**src/rtl/unidade_controle_pkg.sv**
```systemverilog
// State codes shared by the control unit, the debug display decoder and the bench.
// Codes 0x0-0xE are legal; 0xF is never entered and decodes back to inicial.
package unidade_controle_pkg;

    localparam logic [3:0] ST_INICIAL          = 4'h0;
    localparam logic [3:0] ST_PREPARACAO       = 4'h1;
    localparam logic [3:0] ST_INICIA_SEQUENCIA = 4'h2;
    localparam logic [3:0] ST_MOSTRA_LED       = 4'h3;
    localparam logic [3:0] ST_APAGA_LED        = 4'h4;
    localparam logic [3:0] ST_PROXIMO_LED      = 4'h5;
    localparam logic [3:0] ST_INICIA_JOGADAS   = 4'h6;
    localparam logic [3:0] ST_ESPERA_JOGADA    = 4'h7;
    localparam logic [3:0] ST_REGISTRA         = 4'h8;
    localparam logic [3:0] ST_COMPARACAO       = 4'h9;
    localparam logic [3:0] ST_PROXIMA_JOGADA   = 4'hA;
    localparam logic [3:0] ST_PROXIMO_NIVEL    = 4'hB;
    localparam logic [3:0] ST_FIM_ACERTOU      = 4'hC;
    localparam logic [3:0] ST_FIM_ERROU        = 4'hD;
    localparam logic [3:0] ST_FIM_TIMEOUT      = 4'hE;

    typedef enum logic [3:0] {
        INICIAL          = ST_INICIAL,
        PREPARACAO       = ST_PREPARACAO,
        INICIA_SEQUENCIA = ST_INICIA_SEQUENCIA,
        MOSTRA_LED       = ST_MOSTRA_LED,
        APAGA_LED        = ST_APAGA_LED,
        PROXIMO_LED      = ST_PROXIMO_LED,
        INICIA_JOGADAS   = ST_INICIA_JOGADAS,
        ESPERA_JOGADA    = ST_ESPERA_JOGADA,
        REGISTRA         = ST_REGISTRA,
        COMPARACAO       = ST_COMPARACAO,
        PROXIMA_JOGADA   = ST_PROXIMA_JOGADA,
        PROXIMO_NIVEL    = ST_PROXIMO_NIVEL,
        FIM_ACERTOU      = ST_FIM_ACERTOU,
        FIM_ERROU        = ST_FIM_ERROU,
        FIM_TIMEOUT      = ST_FIM_TIMEOUT
    } estado_t;

endpackage

```
**src/rtl/unidade_controle_prova.sv**
```systemverilog
// Moore control unit for the memory game datapath: LED playback, move checking, level stepping.
// Latency: outputs decode from state, one cycle after the condition. Optional macro UNIDADE_CONTROLE_TIMEOUT_EN.
module unidade_controle_prova
    import unidade_controle_pkg::*;
(
    input  logic       clock,
    input  logic       reset,
    input  logic       iniciar,
    input  logic       modo_dificil,
    input  logic       sel_memoria,
    input  logic       fez_jogada,
    input  logic       jogada_igual_memoria,
    input  logic       endereco_igual_limite,
    input  logic       ultimo_nivel,
    input  logic       saida_led_igual_nivel,
    input  logic       meio_timer_led,
    input  logic       fim_timer_led,
    input  logic       deu_timeout,
    output logic       zera_contador_nivel,
    output logic       conta_nivel,
    output logic       zera_contador_jogada,
    output logic       conta_jogada,
    output logic       zeraR,
    output logic       registraR,
    output logic       zera_contador_led,
    output logic       contar_led,
    output logic       liga_led,
    output logic       zera_timer_led,
    output logic       conta_timer_led,
    output logic       zera_timeout,
    output logic       conta_timeout,
    output logic       dificuldade,
    output logic       memoria,
    output logic       pronto,
    output logic       acertou,
    output logic       errou,
    output logic       timeout,
    output logic [3:0] db_estado
);

    estado_t estado;
    estado_t proximo;

    always_ff @(posedge clock) begin
        if (!reset) begin
            estado      <= INICIAL;
            dificuldade <= 1'b0;
            memoria     <= 1'b0;
        end else begin
            estado <= proximo;
            // game mode is frozen for the whole game once preparation is left
            if (estado == PREPARACAO) begin
                dificuldade <= modo_dificil;
                memoria     <= sel_memoria;
            end
        end
    end

`ifndef UNIDADE_CONTROLE_TIMEOUT_EN
    logic unused_deu_timeout;
    assign unused_deu_timeout = deu_timeout;
`endif

    always_comb begin
        proximo              = INICIAL;
        zera_contador_nivel  = 1'b0;
        conta_nivel          = 1'b0;
        zera_contador_jogada = 1'b0;
        conta_jogada         = 1'b0;
        zeraR                = 1'b0;
        registraR            = 1'b0;
        zera_contador_led    = 1'b0;
        contar_led           = 1'b0;
        liga_led             = 1'b0;
        zera_timer_led       = 1'b0;
        conta_timer_led      = 1'b0;
        zera_timeout         = 1'b0;
        conta_timeout        = 1'b0;
        pronto               = 1'b0;
        acertou              = 1'b0;
        errou                = 1'b0;
        timeout              = 1'b0;

        case (estado)
            INICIAL: proximo = iniciar ? PREPARACAO : INICIAL;
            PREPARACAO: begin
                zera_contador_nivel  = 1'b1;
                zera_contador_jogada = 1'b1;
                zeraR                = 1'b1;
                zera_timeout         = 1'b1;
                proximo              = INICIA_SEQUENCIA;
            end
            INICIA_SEQUENCIA: begin
                zera_contador_led = 1'b1;
                zera_timer_led    = 1'b1;
                proximo           = MOSTRA_LED;
            end
            MOSTRA_LED: begin
                liga_led        = 1'b1;
                conta_timer_led = 1'b1;
                proximo         = meio_timer_led ? APAGA_LED : MOSTRA_LED;
            end
            APAGA_LED: begin
                conta_timer_led = 1'b1;
                if (!fim_timer_led)             proximo = APAGA_LED;
                else if (saida_led_igual_nivel) proximo = INICIA_JOGADAS;
                else                            proximo = PROXIMO_LED;
            end
            PROXIMO_LED: begin
                contar_led     = 1'b1;
                zera_timer_led = 1'b1;
                proximo        = MOSTRA_LED;
            end
            INICIA_JOGADAS: begin
                zera_contador_jogada = 1'b1;
                zeraR                = 1'b1;
                zera_timeout         = 1'b1;
                proximo              = ESPERA_JOGADA;
            end
            ESPERA_JOGADA: begin
`ifdef UNIDADE_CONTROLE_TIMEOUT_EN
                conta_timeout = 1'b1;
                // a move landing with the timeout still counts as a move
                if (fez_jogada)       proximo = REGISTRA;
                else if (deu_timeout) proximo = FIM_TIMEOUT;
                else                  proximo = ESPERA_JOGADA;
`else
                proximo = fez_jogada ? REGISTRA : ESPERA_JOGADA;
`endif
            end
            REGISTRA: begin
                registraR    = 1'b1;
                zera_timeout = 1'b1;
                proximo      = COMPARACAO;
            end
            COMPARACAO: begin
                if (!jogada_igual_memoria)      proximo = FIM_ERROU;
                else if (!endereco_igual_limite) proximo = PROXIMA_JOGADA;
                else if (ultimo_nivel)          proximo = FIM_ACERTOU;
                else                            proximo = PROXIMO_NIVEL;
            end
            PROXIMA_JOGADA: begin
                conta_jogada = 1'b1;
                proximo      = ESPERA_JOGADA;
            end
            PROXIMO_NIVEL: begin
                conta_nivel          = 1'b1;
                zera_contador_jogada = 1'b1;
                proximo              = INICIA_SEQUENCIA;
            end
            FIM_ACERTOU: begin
                pronto  = 1'b1;
                acertou = 1'b1;
                proximo = iniciar ? PREPARACAO : FIM_ACERTOU;
            end
            FIM_ERROU: begin
                pronto  = 1'b1;
                errou   = 1'b1;
                proximo = iniciar ? PREPARACAO : FIM_ERROU;
            end
`ifdef UNIDADE_CONTROLE_TIMEOUT_EN
            FIM_TIMEOUT: begin
                pronto  = 1'b1;
                timeout = 1'b1;
                proximo = iniciar ? PREPARACAO : FIM_TIMEOUT;
            end
`endif
            default: proximo = INICIAL;
        endcase
    end

    assign db_estado = estado;

endmodule

```
**config.mk**
```make
export PLATFORM = sky130hd
export DESIGN_NAME = unidade_controle_prova
export DESIGN_NICKNAME = d
export VERILOG_FILES = /design/src/rtl/unidade_controle_pkg.sv /design/src/rtl/unidade_controle_prova.sv
export SDC_FILE = /design/constraint.sdc
export NUM_CORES = 1
export LEC_CHECK = 0
export ABC_AREA = 1
export CAP_MARGIN = 0
export CORE_MARGIN = 2
export CORE_UTILIZATION = 37
export DETAILED_ROUTE_END_ITERATION = 6
export PLACE_DENSITY = 0.89
export SLEW_MARGIN = 20
export SYNTH_ARGS = -nofsm -noshare
export SYNTH_HDL_FRONTEND = slang
export SYNTH_SLANG_ARGS = --single-unit
```
**constraint.sdc**
```tcl
create_clock -name clock -period 1.56 [get_ports clock]
set_input_delay 0.312 -clock clock [delete_from_list [all_inputs] [get_ports clock]]
set_output_delay 0.312 -clock clock [all_outputs]
set_load 0.05 [all_outputs]
```
==> results of run 1 <==
[timing repair]
action,in CTS
setup buffers,5
resized for setup,21
pin swaps,1
setup endpoints to repair,12
[per-stage QoR]
stage / setup TNS (ps) / util [%] / cells
3_5_place_dp: 0 / 82.9 / 150
2_1_floorplan: -116 / - / 104
4_1_cts: -30.7 / 90.9 / 159
3_3_place_gp: 0 / 82.9 / 150
[cell usage after synthesis, drive strengths merged]
cell    number
nand2       30
inv         23
nor2        18
nand3       11
dfxtp        6
a21oi        4
o21ai        4
buf          2
nor3         2
conb         1
nand3b       1
or2          1
[cells by family after synthesis]
family,synth area share (%)
buffers and inverters,18.5
AOI/OAI and AO/OA,7.32
other,0.686
and+or+nand+nor,51.5
DFF,22.0
==> run_results.csv, run 1 <==
group,metric,value,unit
status,outcome,"aborted with a tool error",
status,lastStage,"global routing",
status,error_line,"[ERROR DPL-0033] detailed placement checks failed during check placement.",
place,placed_area,1110,sq um
yosys,syn_inst,103,
clock_network,cts_max_path_buffers,2,
clock_network,ctsRootBufferMaster,"clkbuf_4",
timing,postGrtWorstEndpoint,"zera_contador_jogada",
clock_network,clock_sinks,6,
yosys,ys_seq_area_share,22.0,%
clock_network,htree_levels,1,
place,gp_congestion,0.962,
clock_network,numCtsBuffers,3,
place,hpwl,1550,um
place,dp_slack,172,ps
yosys,synth_area,547,sq um
place,port-buffer-count,32,
grt,grt_max_degree,8,
floorplan,fp-row-count,13,
timing,worstEndpointType,"top-level output",
floorplan,die_x,42.4,um
floorplan,fp.dieH,42.4,um
clock_network,cts-hold-fix-buffers,0,
floorplan,start_util,41.0,%
yosys,synth_area_per_cell,5.31,sq um
yosys,ys_warn_count,0,
yosys,synth_area_leader_cell,"dfxtp_1",
yosys,ys_types,18,
grt,antenna_found_initial,0,
yosys,synth_top_area_share,22.0,%
yosys,synth-seq-cells,6,
yosys,synth_area_leaders,"dfxtp_1, nand2_1, inv_1",
floorplan,io_pins,36,
==> run 2: changes to the inputs <==
--- a/config.mk
+++ b/config.mk
@@ -7,10 +7,10 @@
 export LEC_CHECK = 0
 export ABC_AREA = 1
 export CAP_MARGIN = 0
-export CORE_MARGIN = 2
-export CORE_UTILIZATION = 37
+export CORE_AREA = 2 2 63 65
 export DETAILED_ROUTE_END_ITERATION = 6
-export PLACE_DENSITY = 0.89
+export DIE_AREA = 0 0 65 67
+export PLACE_DENSITY_LB_ADDON = 0.15
 export SLEW_MARGIN = 20
 export SYNTH_ARGS = -nofsm -noshare
 export SYNTH_HDL_FRONTEND = slang
==> run_results.csv, run 2 <==
group,metric,value,unit
clock_network,ctsRootBufferMaster,"clkbuf_8",
cells_and_area,areaGrowthSynthToFinish,133,%
cells_and_area,layout-drive-gt1-share,45.5,%
yosys,async_reset_ff_share,0,%
grt,grt_util_all_layers,9.86,%
clock_network,clock_sinks,6,
setup_path,cp.buffers_inverters,2,
yosys,synth_edf_count,0,
grt,overflow,0,
setup_path,path_cells,"inv_1 > nor2_2 > nand2_2 > nand3_2 > buf_12",
cells_and_area,seqCellArea,135,sq um
setup_path,worstPathRequired,1250,ps
setup_path,crit_path_start_kind,"register",
yosys,ys_seq_area_share,22.0,%
floorplan,fp.dieH,67,um
clock_network,clk_latency,230,ps
setup_path,cpPeakStageDelay,360,ps
setup_path,end_kind,"primary output",
min_path,hp-start,"memoria",
timing,period_minus_slack,1530,ps
yosys,synth_area_per_cell,5.31,sq um
yosys,synth_area_leader_cell,"dfxtp_1",
floorplan,die_area,4360,sq um
yosys,synth-seq-cells,6,
min_path,holdCritPathClass,"register to register",
floorplan,fp-row-count,22,
cells_and_area,fillers,386,
pwr,clkPwrFrac,20.3,%
timing,rsz0062_at_grt,"yes",
floorplan,die_x,65,um
floorplan,start_util,15.2,%
setup_path,r2r_end,"db_estado[1]",
timing,slew_violations,0,
pwr,vdd_drop_max,0.294,mV
cells_and_area,largest_reg_flops,4,
pwr,intPower,0.660,mW
timing,final_hold_viol_count,0,
timing,fmax,653,MHz
yosys,synthFlopType,"dfxtp_1",
clock_network,numCtsBuffers,3,
cells_and_area,final_cell_mix,"buf_12, nand2_1, inv_1",
routing,drt_iter0_markers,27,
place,hpwl,1690,um
place,port-buffer-count,32,
grt,grt_pass1_vias,724,
clock_network,htree_levels,1,
pwr,p_leak,0.665,nW
yosys,ys_types,18,
grt,antenna_found_initial,0,
clock_network,cts-hold-fix-buffers,0,
floorplan,coreArea,3610,sq um
pwr,power_density,923,nW/um^2
yosys,synth_area,547,sq um
routing,drc,0,
min_path,hold_path_depth,2,
routing,dr.pass1.iters,4,
routing,vias_per_cell,3.86,
cells_and_area,multi_input_area,400,sq um
clock_network,cts_tree,"done",
setup_path,cp_slowest_cell,"dfxtp_4",
routing,num_vias,738,
timing,skew,6.46,ps
grt,grt_max_degree,8,
routing,wl,1960,um
setup_path,arrival,1220,ps
pwr,switchingPower,0.516,mW
timing,period_share,98.2,%
yosys,synth_top_area_share,22.0,%
yosys,ys_warn_count,0,
timing,setup_viol,0,
min_path,hold-path-endpoint,"memoria",
yosys,synth.most_common_cell,"nand2_1",
timing,tns,0,ps
clock_network,cts_max_path_buffers,2,
job,maxCapViolCount,0,
setup_path,regToRegStartpoint,"db_estado[1]",
routing,ant_nets,0,
yosys,synth_commonest_cells,"nand2_1, inv_1, nor2_1",
setup_path,rr_worst_depth,8,
clock_network,clkTransAtPathRegs,30,ps
routing,wl_per_cell,10.2,um
floorplan,io_pins,36,
setup_path,worstSetupPathType,"register to primary output",
cells_and_area,final_core_util,35.3,%
pwr,power,1.18,mW
yosys,synth_area_leaders,"dfxtp_1, nand2_1, inv_1",
yosys,syn_inst,103,
grt,grt_pass1_wl,3210,um
pwr,pwr-share-seq,17.5,%
setup_path,reg2reg_slack,380,ps
setup_path,crit_fanout,5,
pwr,power.share.switching,43.9,%
cells_and_area,diodes,0,
setup_path,path_delay_family,"simple AND/OR/NAND/NOR gates",
place,gp_congestion,0.832,
pwr,p_comb_share,62.2,%
cells_and_area,layout_commonest_cell,"buf_12",
status,outcome,"completed",
cells_and_area,layout.nets,158,
run 2: logic make-up (layout without fill, tap and decap cells):
family	Yosys count	in the layout	synth area share, %
buffers and inverters	25	64	18.5
AND/OR/NAND/NOR	63	63	51.5
AO/OA/AOI/OAI	8	8	7.32
flip-flops	6	6	22.0
other	1	2	0.686
run 2: worst max path at each step:
stage,cells past startpoint,from,end
after global routing,5,db_estado[1],zera_contador_jogada
final,5,db_estado[1],zera_contador_jogada
after detailed placement,4,db_estado[3],zeraR
after floorplan,3,db_estado[1],conta_timer_led
after global placement,4,db_estado[3],zeraR
after CTS,4,db_estado[0],conta_timer_led
run 2: repair_timing:
action,in CTS,in global routing
setup buffers,1,2
setup endpoints to repair,11,11
pin swaps,0,1
gates resized for setup,11,12
run 2: cell type report:
type                    count  area share (%)
well taps                  48            4.72
repair buffers             38            43.2
inverters                  23            6.78
flip-flops and latches      6            10.6
clock buffers               3            3.24
multi-input cells          73            31.4
run 2: power by group through the flow:
stage / combinational [mW] / sequential (mW) / clock [mW]
after floorplan: 0.292 / 0.291 / 0
after detailed placement: 0.687 / 0.226 / 0
after global placement: 0.688 / 0.226 / 0
final: 0.731 / 0.206 / 0.238
after global routing: 0.768 / 0.211 / 0.253
after CTS: 0.717 / 0.211 / 0.240
run 2: per-layer routing:
metal / vias to the layer above / GRT usage, % / wire length, um
met4: 0 / 3.19 / 15
met1: 328 / 10.9 / 794
met2: 20 / 17.5 / 1040
met3: 3 / 3.55 / 110
met5: - / 0 / 0
li1: 387 / - / -
run 2: metrics by stage:
stage                     worst slack, ps  hold WS [ps]  cell area (sq um)  std cells
after CTS                           -5.59           489               1240        189
after floorplan                      -116           417                589        104
after global placement               97.3           469               1160        185
after global routing                -32.7           507               1270        191
final                                28.3           483               1270        191
after detailed placement             97.1           482               1160        185
run 2: worst reg2reg max path, cell delays in order, from the launching register on:
cell and delay, ps:
dfxtp_4 350, inv_1 90, nand2_1 90, nor2_1 140, buf_4 140, nand2_1 40
nand2_1 70, nor2_1 50, a21oi_1 130
No activity file was read; power rests on OpenSTA's default activity.
